$ cat src/rtl/cacheline_adaptor.sv
// Purpose: bridges a 256-bit cache line port to a 4 x 64-bit memory burst port.
// Latency: request sampled in IDLE, 4 beats on resp_i, then a one-cycle resp_o pulse.
// Backpressure: resp_i low stalls the burst indefinitely; request inputs are held until resp_o.
module cacheline_adaptor (
  input  logic         clk,
  input  logic         rst,

  // cache side
  input  logic [255:0] line_i,
  output logic [255:0] line_o,
  input  logic [31:0]  address_i,
  input  logic         read_i,
  input  logic         write_i,
  output logic         resp_o,

  // memory side
  input  logic [63:0]  burst_i,
  output logic [63:0]  burst_o,
  output logic [31:0]  address_o,
  output logic         read_o,
  output logic         write_o,
  input  logic         resp_i
);

  typedef enum logic [1:0] {
    IDLE  = 2'd0,
    READ  = 2'd1,
    WRITE = 2'd2,
    DONE  = 2'd3
  } state_t;

  state_t       state;
  state_t       state_next;
  logic [1:0]   cnt;
  logic [1:0]   cnt_next;

  // Writeback line captured when a write is accepted, so the cache may
  // change line_i while the burst is in flight.
  logic [255:0] wbuf;

  // Pulses from the FSM telling the datapath what to capture this edge.
  logic         accept_read;
  logic         accept_write;
  logic         read_beat;

  // Bit offset of the current beat inside the 256-bit line.
  logic [7:0]   beat_lsb;

  assign beat_lsb = {cnt, 6'd0};

  // FSM state and beat counter registers.
  always_ff @(posedge clk or posedge rst) begin
    if (rst) begin
      state <= IDLE;
      cnt   <= 2'd0;
    end else begin
      state <= state_next;
      cnt   <= cnt_next;
    end
  end

  // Next-state, counter and handshake outputs; write has priority over read.
  always_comb begin
    state_next   = state;
    cnt_next     = cnt;
    read_o       = 1'b0;
    write_o      = 1'b0;
    resp_o       = 1'b0;
    accept_read  = 1'b0;
    accept_write = 1'b0;
    read_beat    = 1'b0;

    case (state)
      IDLE: begin
        // resp_i is deliberately ignored here: stray strobes must not move cnt.
        if (write_i) begin
          state_next   = WRITE;
          cnt_next     = 2'd0;
          accept_write = 1'b1;
        end else if (read_i) begin
          state_next  = READ;
          cnt_next    = 2'd0;
          accept_read = 1'b1;
        end
      end

      READ: begin
        read_o = 1'b1;
        if (resp_i) begin
          read_beat = 1'b1;
          // cnt wraps 3 -> 0 on the last beat, leaving it clean for the next burst.
          cnt_next  = cnt + 2'd1;
          if (cnt == 2'd3) begin
            state_next = DONE;
          end
        end
      end

      WRITE: begin
        write_o = 1'b1;
        if (resp_i) begin
          cnt_next = cnt + 2'd1;
          if (cnt == 2'd3) begin
            state_next = DONE;
          end
        end
      end

      DONE: begin
        resp_o     = 1'b1;
        state_next = IDLE;
      end

      default: begin
        state_next = IDLE;
        cnt_next   = 2'd0;
      end
    endcase
  end

  // Outgoing write beat is selected straight from cnt and is zero outside WRITE.
  always_comb begin
    burst_o = 64'd0;
    if (state == WRITE) begin
      burst_o = wbuf[beat_lsb +: 64];
    end
  end

  // Datapath captures: aligned address, writeback buffer and assembled read line.
  always_ff @(posedge clk or posedge rst) begin
    if (rst) begin
      address_o <= 32'd0;
      wbuf      <= 256'd0;
      line_o    <= 256'd0;
    end else begin
      if (accept_read || accept_write) begin
        // Line-align by clearing the 5 offset bits of a 32-byte line.
        address_o <= address_i & 32'hFFFF_FFE0;
      end
      if (accept_write) begin
        wbuf <= line_i;
      end
      if (read_beat) begin
        line_o[beat_lsb +: 64] <= burst_i;
      end
    end
  end

endmodule
$ cat config.mk
export PLATFORM = sky130hd
export DESIGN_NAME = cacheline_adaptor
export DESIGN_NICKNAME = d
export VERILOG_FILES = /design/src/rtl/cacheline_adaptor.sv
export SDC_FILE = /design/constraint.sdc
export NUM_CORES = 1
export LEC_CHECK = 0
export ABC_AREA = 1
export BUFFER_PORTS_ARGS = -buffer_cell sky130_fd_sc_hd__buf_2
export CAP_MARGIN = 20
export CORE_AREA = 2 2 277 279
export CTS_CLUSTER_SIZE = 14
export DETAILED_ROUTE_END_ITERATION = 7
export DIE_AREA = 0 0 279 281
export PLACE_DENSITY_LB_ADDON = 0.05
export REMOVE_ABC_BUFFERS = 1
export SLEW_MARGIN = 40
export SYNTH_ARGS = -nofsm -noshare
export SYNTH_HDL_FRONTEND = slang
export SYNTH_SLANG_ARGS = --single-unit
$ cat constraint.sdc
create_clock -name clk -period 49.6 [get_ports clk]
set_clock_uncertainty 0.1 [all_clocks]
set_input_delay 12.4 -clock clk [delete_from_list [all_inputs] [get_ports clk]]
set_output_delay 12.4 -clock clk [all_outputs]
set_load 0.02 [all_outputs]
==> results of run 1 <==
-- flip-flops by register name, summed over array words and instances (netlist names) --
signal	flops
line_o	256
wbuf	256
state	2
address_o	27
cnt	2
-- through the flow --
stage	cells	worst slack, ns	total power, mW	util [%]
floorplan	2870	21.92	1.07	-
global placement	4573	33.74	1.28	37.5
detailed placement	4577	34.04	1.30	37.7
CTS	4693	33.76	1.80	40.6
global route	4701	33.72	1.91	40.7
finish	4710	33.93	1.78	40.7
-- report_power, final --
group / internal, mW / leakage, nW / switching [mW]
sequential: 0.583 / 7.08 / 0.0527
combinational: 0.194 / 9.40 / 0.460
clock: 0.292 / 1.08 / 0.195
total: 1.07 / 17.6 / 0.707
-- worst max path at each step --
| stage | from | end | slack, ns | depth (start not counted) |
|---|---|---|---|---|
| final | cnt[1] | burst_o[59] | 33.93 | 5 |
| after global routing | cnt[1] | burst_o[56] | 33.72 | 5 |
| after CTS | cnt[1] | burst_o[56] | 33.76 | 5 |
| after detailed placement | rst | wbuf[198] | 34.04 | 5 |
| after global placement | rst | wbuf[138] | 33.74 | 5 |
| after floorplan | rst | address_o[10] | 21.92 | 1 |
-- placed cells by master, fill, tap and decap left out, types with 6 or more instances in the layout --
cell type	n
inv_1	390
buf_2	701
o21ai_0	274
clkbuf_1	16
clkinv_2	9
buf_6	17
clkbuf_8	16
diode_2	15
nor2_1	65
dfrtp_1	541
nand2_1	1161
buf_4	6
nand3_1	259
clkbuf_16	68
o21ai_1	75
a21oi_1	64
buf_12	6
ha_1	10
-- final cells by class --
| type | count | area [um2] | area share [%] |
|---|---|---|---|
| Multi-Input combinational cell | 1928 | 8270 | 26.9 |
| Clock buffer | 100 | 1980 | 6.45 |
| Tap cell | 978 | 1220 | 3.98 |
| Sequential cell | 543 | 13600 | 44.2 |
| Timing Repair Buffer | 731 | 3890 | 12.7 |
| Clock inverter | 16 | 196 | 0.639 |
| Antenna cell | 15 | 37.5 | 0.122 |
| Inverter | 399 | 1540 | 5.02 |
-- metal layers --
layer,share of wire (%),GRT usage (%)
met1,40,26.6
met2,49,38.2
met3,7.9,6.98
met4,2.4,6.96
met5,0.38,0
-- worst reg2reg max path, stage by stage, from the launching register on --
cell and delay, ns:
dfrtp_4 0.70, inv_6 0.53, ha_2 0.30, buf_6 0.54, nand2_2 0.20, nor2_8 0.28, buf_12 0.22, buf_12 0.22
nand3_1 0.15, nand2_1 0.09
-- cells by family after synthesis --
kind of cell    after synthesis  share of synthesized area [%]
buf+inv                     594                           11.2
simple gates               1499                           24.5
other cells                   1                         0.0153
fa+ha+maj                    11                          0.560
compound gates              413                           8.41
flops                       543                           55.3
==> flow_metrics.py, run 1 <==
metrics = {
    "synthesis": {
        "ys_seq_area_share_pct": 55.3,
        "yosysMostFrequentCell": "nand2_1",
        "ys_seq_elements": 543,
        "synth-main-ff-cell": "dfrtp_1",
        "synth_area_um2": 24600,
        "synth-async-reset-ratio_pct": 100,
        "synth.largest_area_cell": "dfrtp_1",
        "synth_area_leaders": "dfrtp_1 55%, nand2_1 18%, inv_1 6.0%",
        "syn_area_per_cell_um2": 8.02,
        "ys_types": 24,
        "yosysWarnings": 0,
        "syn_inst": 3061,
        "synth_edf_count": 0,
        "synth_common_cells": "1,162 x nand2_1, 543 x dfrtp_1, 392 x inv_1",
        "synth_top_area_share_pct": 55.3,
    },
    "die": {
        "die_y_um": 281,
        "start_util_pct": 32.6,
        "ios": 712,
        "core_area_um2": 75400,
        "die_x_um": 279,
        "die-area_um2": 78400,
        "num_rows": 101,
    },
    "min_path": {
        "min-delay-start": "line_o[159]",
        "whs_path_depth": 2,
        "hp-class": "flip-flop to flip-flop",
        "whs_endpoint": "line_o[159]",
    },
    "setup_path": {
        "reg2reg_from": "cnt[0]",
        "cp_max_fo": 45,
        "slowest_stage": "buf_4",
        "cp_top_family": "buffers and inverters",
        "crit_chain": "inv_2 > buf_4 > nand3_1 > a21oi_1 > buf_2",
        "r2r_setup_slack_ns": 46.20,
        "required_ns": 37.10,
        "critPathKind": "flip-flop to output port",
        "reg2reg_depth": 9,
        "end_kind": "output port",
        "startpoint_type": "flip-flop",
        "arrival_ns": 3.17,
        "max_stage_delay_ns": 0.70,
        "regToRegEndpoint": "line_o[60]",
        "cp_num_buf_inv": 3,
    },
    "clock_network": {
        "insertion_delay_ns": 0.59,
        "post-cts-setup-buffer-count": 0,
        "hold_buffers": 0,
        "cts_tree": "done",
        "cts_root_buffer": "clkbuf_16",
        "clkSlewWorstSetupHoldPaths_ns": 0.06,
        "h-tree-depth": 3,
        "cts.path.max_buffers": 3,
        "cts_buffers": 66,
        "cts_resized": 0,
        "clkSinkCount": 543,
    },
    "timing": {
        "maxSlewHeadroom_pct": 45.2,
        "tightest_slew_ns": 0.822,
        "rsz0062_at_grt": "false",
        "fmax_mhz": 63.8,
        "setup_viol_count_final": 0,
        "period_minus_slack_ns": 15.67,
        "period_share_pct": 31.6,
        "hold_ws_ns": 0.371,
        "setup_tns_ns": 0,
        "slew_viol_final": 0,
        "finalHoldViolations": 0,
    },
    "final_layout": {
        "stdcell_area_um2": 30700,
        "fillers": 7940,
        "drive_above_1_share_pct": 23.0,
        "areaGrowthSynthToFinish_pct": 25.1,
        "nets": 4037,
    },
    "route": {
        "routedWlPerCell_um": 18.9,
        "drc": 0,
        "final_antenna_net_count": 0,
        "drt_wl_total_mm": 89.0,
        "first_pass_iters": 5,
        "viasPerCell": 4.67,
        "vias": 22000,
        "drtIter0Drc": 1261,
    },
    "grt": {
        "grt_pass1_vias": 22100,
        "antenna_found_initial": 42,
        "grt_max_degree": 268,
        "grt.overflow.total": 0,
        "grt_pass1_wl_mm": 134,
        "grt_usage_pct": 22.2,
    },
    "place": {
        "io_buffer_count": 701,
        "placed_area_um2": 28500,
        "gp_congestion": 0.857,
        "place_hpwl_mm": 58.4,
    },
    "power_and_ir_drop": {
        "ir_worst_vdd_uv": 32.1,
        "power_density_nw_per_um2": 57.8,
        "p_leak_nw": 17.6,
    },
    "outcome": {
        "outcome": "completed",
    },
    "run": {
        "maxCapViolCount": 0,
    },
}
(Power assumes the default switching activity.)
==> run 2, diff against run 1 <==
--- a/config.mk
+++ b/config.mk
@@ -8,10 +8,10 @@
 export ABC_AREA = 1
 export BUFFER_PORTS_ARGS = -buffer_cell sky130_fd_sc_hd__buf_2
 export CAP_MARGIN = 20
-export CORE_AREA = 2 2 277 279
+export CORE_AREA = 2 2 279 281
 export CTS_CLUSTER_SIZE = 14
 export DETAILED_ROUTE_END_ITERATION = 7
-export DIE_AREA = 0 0 279 281
+export DIE_AREA = 0 0 281 283
 export PLACE_DENSITY_LB_ADDON = 0.05
 export REMOVE_ABC_BUFFERS = 1
 export SLEW_MARGIN = 40
==> constraint.sdc (replaced) <==
create_clock -name clk -period 15.6 [get_ports clk]
set_clock_uncertainty 0.1 [all_clocks]
set_input_delay 3.9 -clock clk [delete_from_list [all_inputs] [get_ports clk]]
set_output_delay 3.9 -clock clk [all_outputs]
set_load 0.02 [all_outputs]
==> flow_metrics.py, run 2 (synthesis gave the netlist of run 1 again) <==
metrics = {
    "outcome": {
        "outcome": "completed",
    },
    "timing": {
        "period_share_pct": 48.9,
        "slew_viol_final": 0,
        "setup_tns_ns": 0,
        "period_minus_slack_ns": 7.62,
        "hold_ws_ns": 0.370,
        "maxSlewHeadroom_pct": 43.9,
        "finalHoldViolations": 0,
        "fmax_mhz": 131,
        "rsz0062_at_grt": "false",
        "setup_viol_count_final": 0,
        "tightest_slew_ns": 0.842,
    },
    "setup_path": {
        "crit_start": "cnt[0]",
        "crit_end": "burst_o[37]",
        "cp_max_fo": 78,
        "critPathKind": "flip-flop to output port",
        "end_kind": "output port",
        "cp_top_family": "buffers and inverters",
        "cp_num_buf_inv": 4,
        "crit_chain": "buf_6 > buf_6 > buf_4 > nand2_1 > nand3_1 > a21oi_1 > buf_2",
        "r2r_setup_slack_ns": 12.24,
        "startpoint_type": "flip-flop",
        "reg2reg_depth": 7,
        "max_stage_delay_ns": 0.67,
        "slowest_stage": "buf_4",
        "required_ns": 11.60,
        "regToRegEndpoint": "wbuf[217]",
        "cp_num_cells": 7,
        "crit_top_cell": "buf_6",
        "arrival_ns": 3.62,
        "reg2reg_from": "state[0]",
    },
    "clock_network": {
        "clkSinkCount": 543,
        "clkSlewWorstSetupHoldPaths_ns": 0.06,
        "cts.path.max_buffers": 3,
        "h-tree-depth": 3,
        "cts_resized": 0,
        "cts_tree": "done",
        "post-cts-setup-buffer-count": 0,
        "cts_root_buffer": "clkbuf_16",
        "cts_buffers": 66,
        "hold_buffers": 0,
        "insertion_delay_ns": 0.58,
    },
    "min_path": {
        "whs_path_depth": 2,
        "min-delay-start": "line_o[188]",
        "hp-class": "flip-flop to flip-flop",
    },
    "grt": {
        "grt_usage_pct": 22.2,
        "grt.overflow.total": 0,
        "grt_pass1_wl_mm": 136,
        "antenna_found_initial": 48,
        "grt_pass1_vias": 22000,
        "grt_max_degree": 219,
    },
    "die": {
        "die-area_um2": 79500,
        "die_y_um": 283,
        "die_x_um": 281,
        "num_rows": 102,
        "start_util_pct": 32.0,
        "core_area_um2": 76700,
        "ios": 712,
    },
    "final_layout": {
        "drive_above_1_share_pct": 22.9,
        "areaGrowthSynthToFinish_pct": 24.9,
        "layout_common_cells": "1,161 x nand2_1, 701 x buf_2, 541 x dfrtp_1",
        "stdcell_area_um2": 30700,
        "nets": 4036,
        "final_common_cell": "nand2_1",
        "top_regs": "line_o (256), wbuf (256), address_o (27)",
        "layout.cells.non_filler": 4773,
    },
    "run": {
        "maxCapViolCount": 0,
    },
    "route": {
        "first_pass_iters": 6,
        "vias": 22100,
        "drtIter0Drc": 1312,
        "drc": 0,
        "drt_wl_total_mm": 90.0,
        "viasPerCell": 4.63,
        "final_antenna_net_count": 0,
        "routedWlPerCell_um": 18.9,
    },
    "place": {
        "placed_area_um2": 28500,
        "gp_congestion": 0.839,
        "io_buffer_count": 701,
        "dpl.cell_count": 4639,
        "place_hpwl_mm": 58.8,
    },
    "power_and_ir_drop": {
        "p_leak_nw": 17.5,
        "power.total_mw": 5.61,
        "power_density_nw_per_um2": 183,
        "ir_worst_vdd_uv": 98.1,
    },
}
-- run 2: layer usage --
layer | global-route usage (%) | share of wire, % | up-vias
li1 | - | - | 10600
met1 | 27.0 | 40 | 10600
met2 | 36.7 | 48 | 671
met3 | 7.07 | 8.1 | 174
met4 | 8.02 | 3.0 | 46
met5 | 0 | 0.31 | -
-- run 2: cell type report --
cell class | instances | area [um2]
well taps | 1040 | 1300
fillers | 8178 | 46000
flip-flops and latches | 543 | 13600
repair buffers | 730 | 3820
diodes | 23 | 57.6
clock buffers | 100 | 2020
clock inverters | 10 | 85.1
inverters | 399 | 1530
multi-input cells | 1928 | 8270
-- run 2: worst min-delay path by stage --
stage	slack [ns]	end
final	0.37	line_o[188]
after global routing	0.39	line_o[228]
after CTS	0.38	line_o[11]
after detailed placement	0.36	line_o[7]
after global placement	0.36	line_o[9]
after floorplan	0.39	wbuf[10]
-- run 2: tightest hold or removal path: stages, from the launching register on --
cell     delay [ns]
dfrtp_1        0.33
nand2_1        0.05
nand2_1        0.05
-- run 2: stage by stage --
| step | utilization [%] | setup WS, ns |
|---|---|---|
| floorplan | - | -3.58 |
| global placement | 37.0 | 8.00 |
| detailed placement | 37.1 | 8.53 |
| CTS | 39.9 | 7.87 |
| global route | 40.0 | 7.79 |
| finish | 40.0 | 7.98 |
-- run 2: power breakdown --
group          internal, mW  switching [mW]  leakage [nW]
registers              1.85           0.155          7.08
clock network         0.906           0.609          1.04
logic                 0.603            1.48          9.37
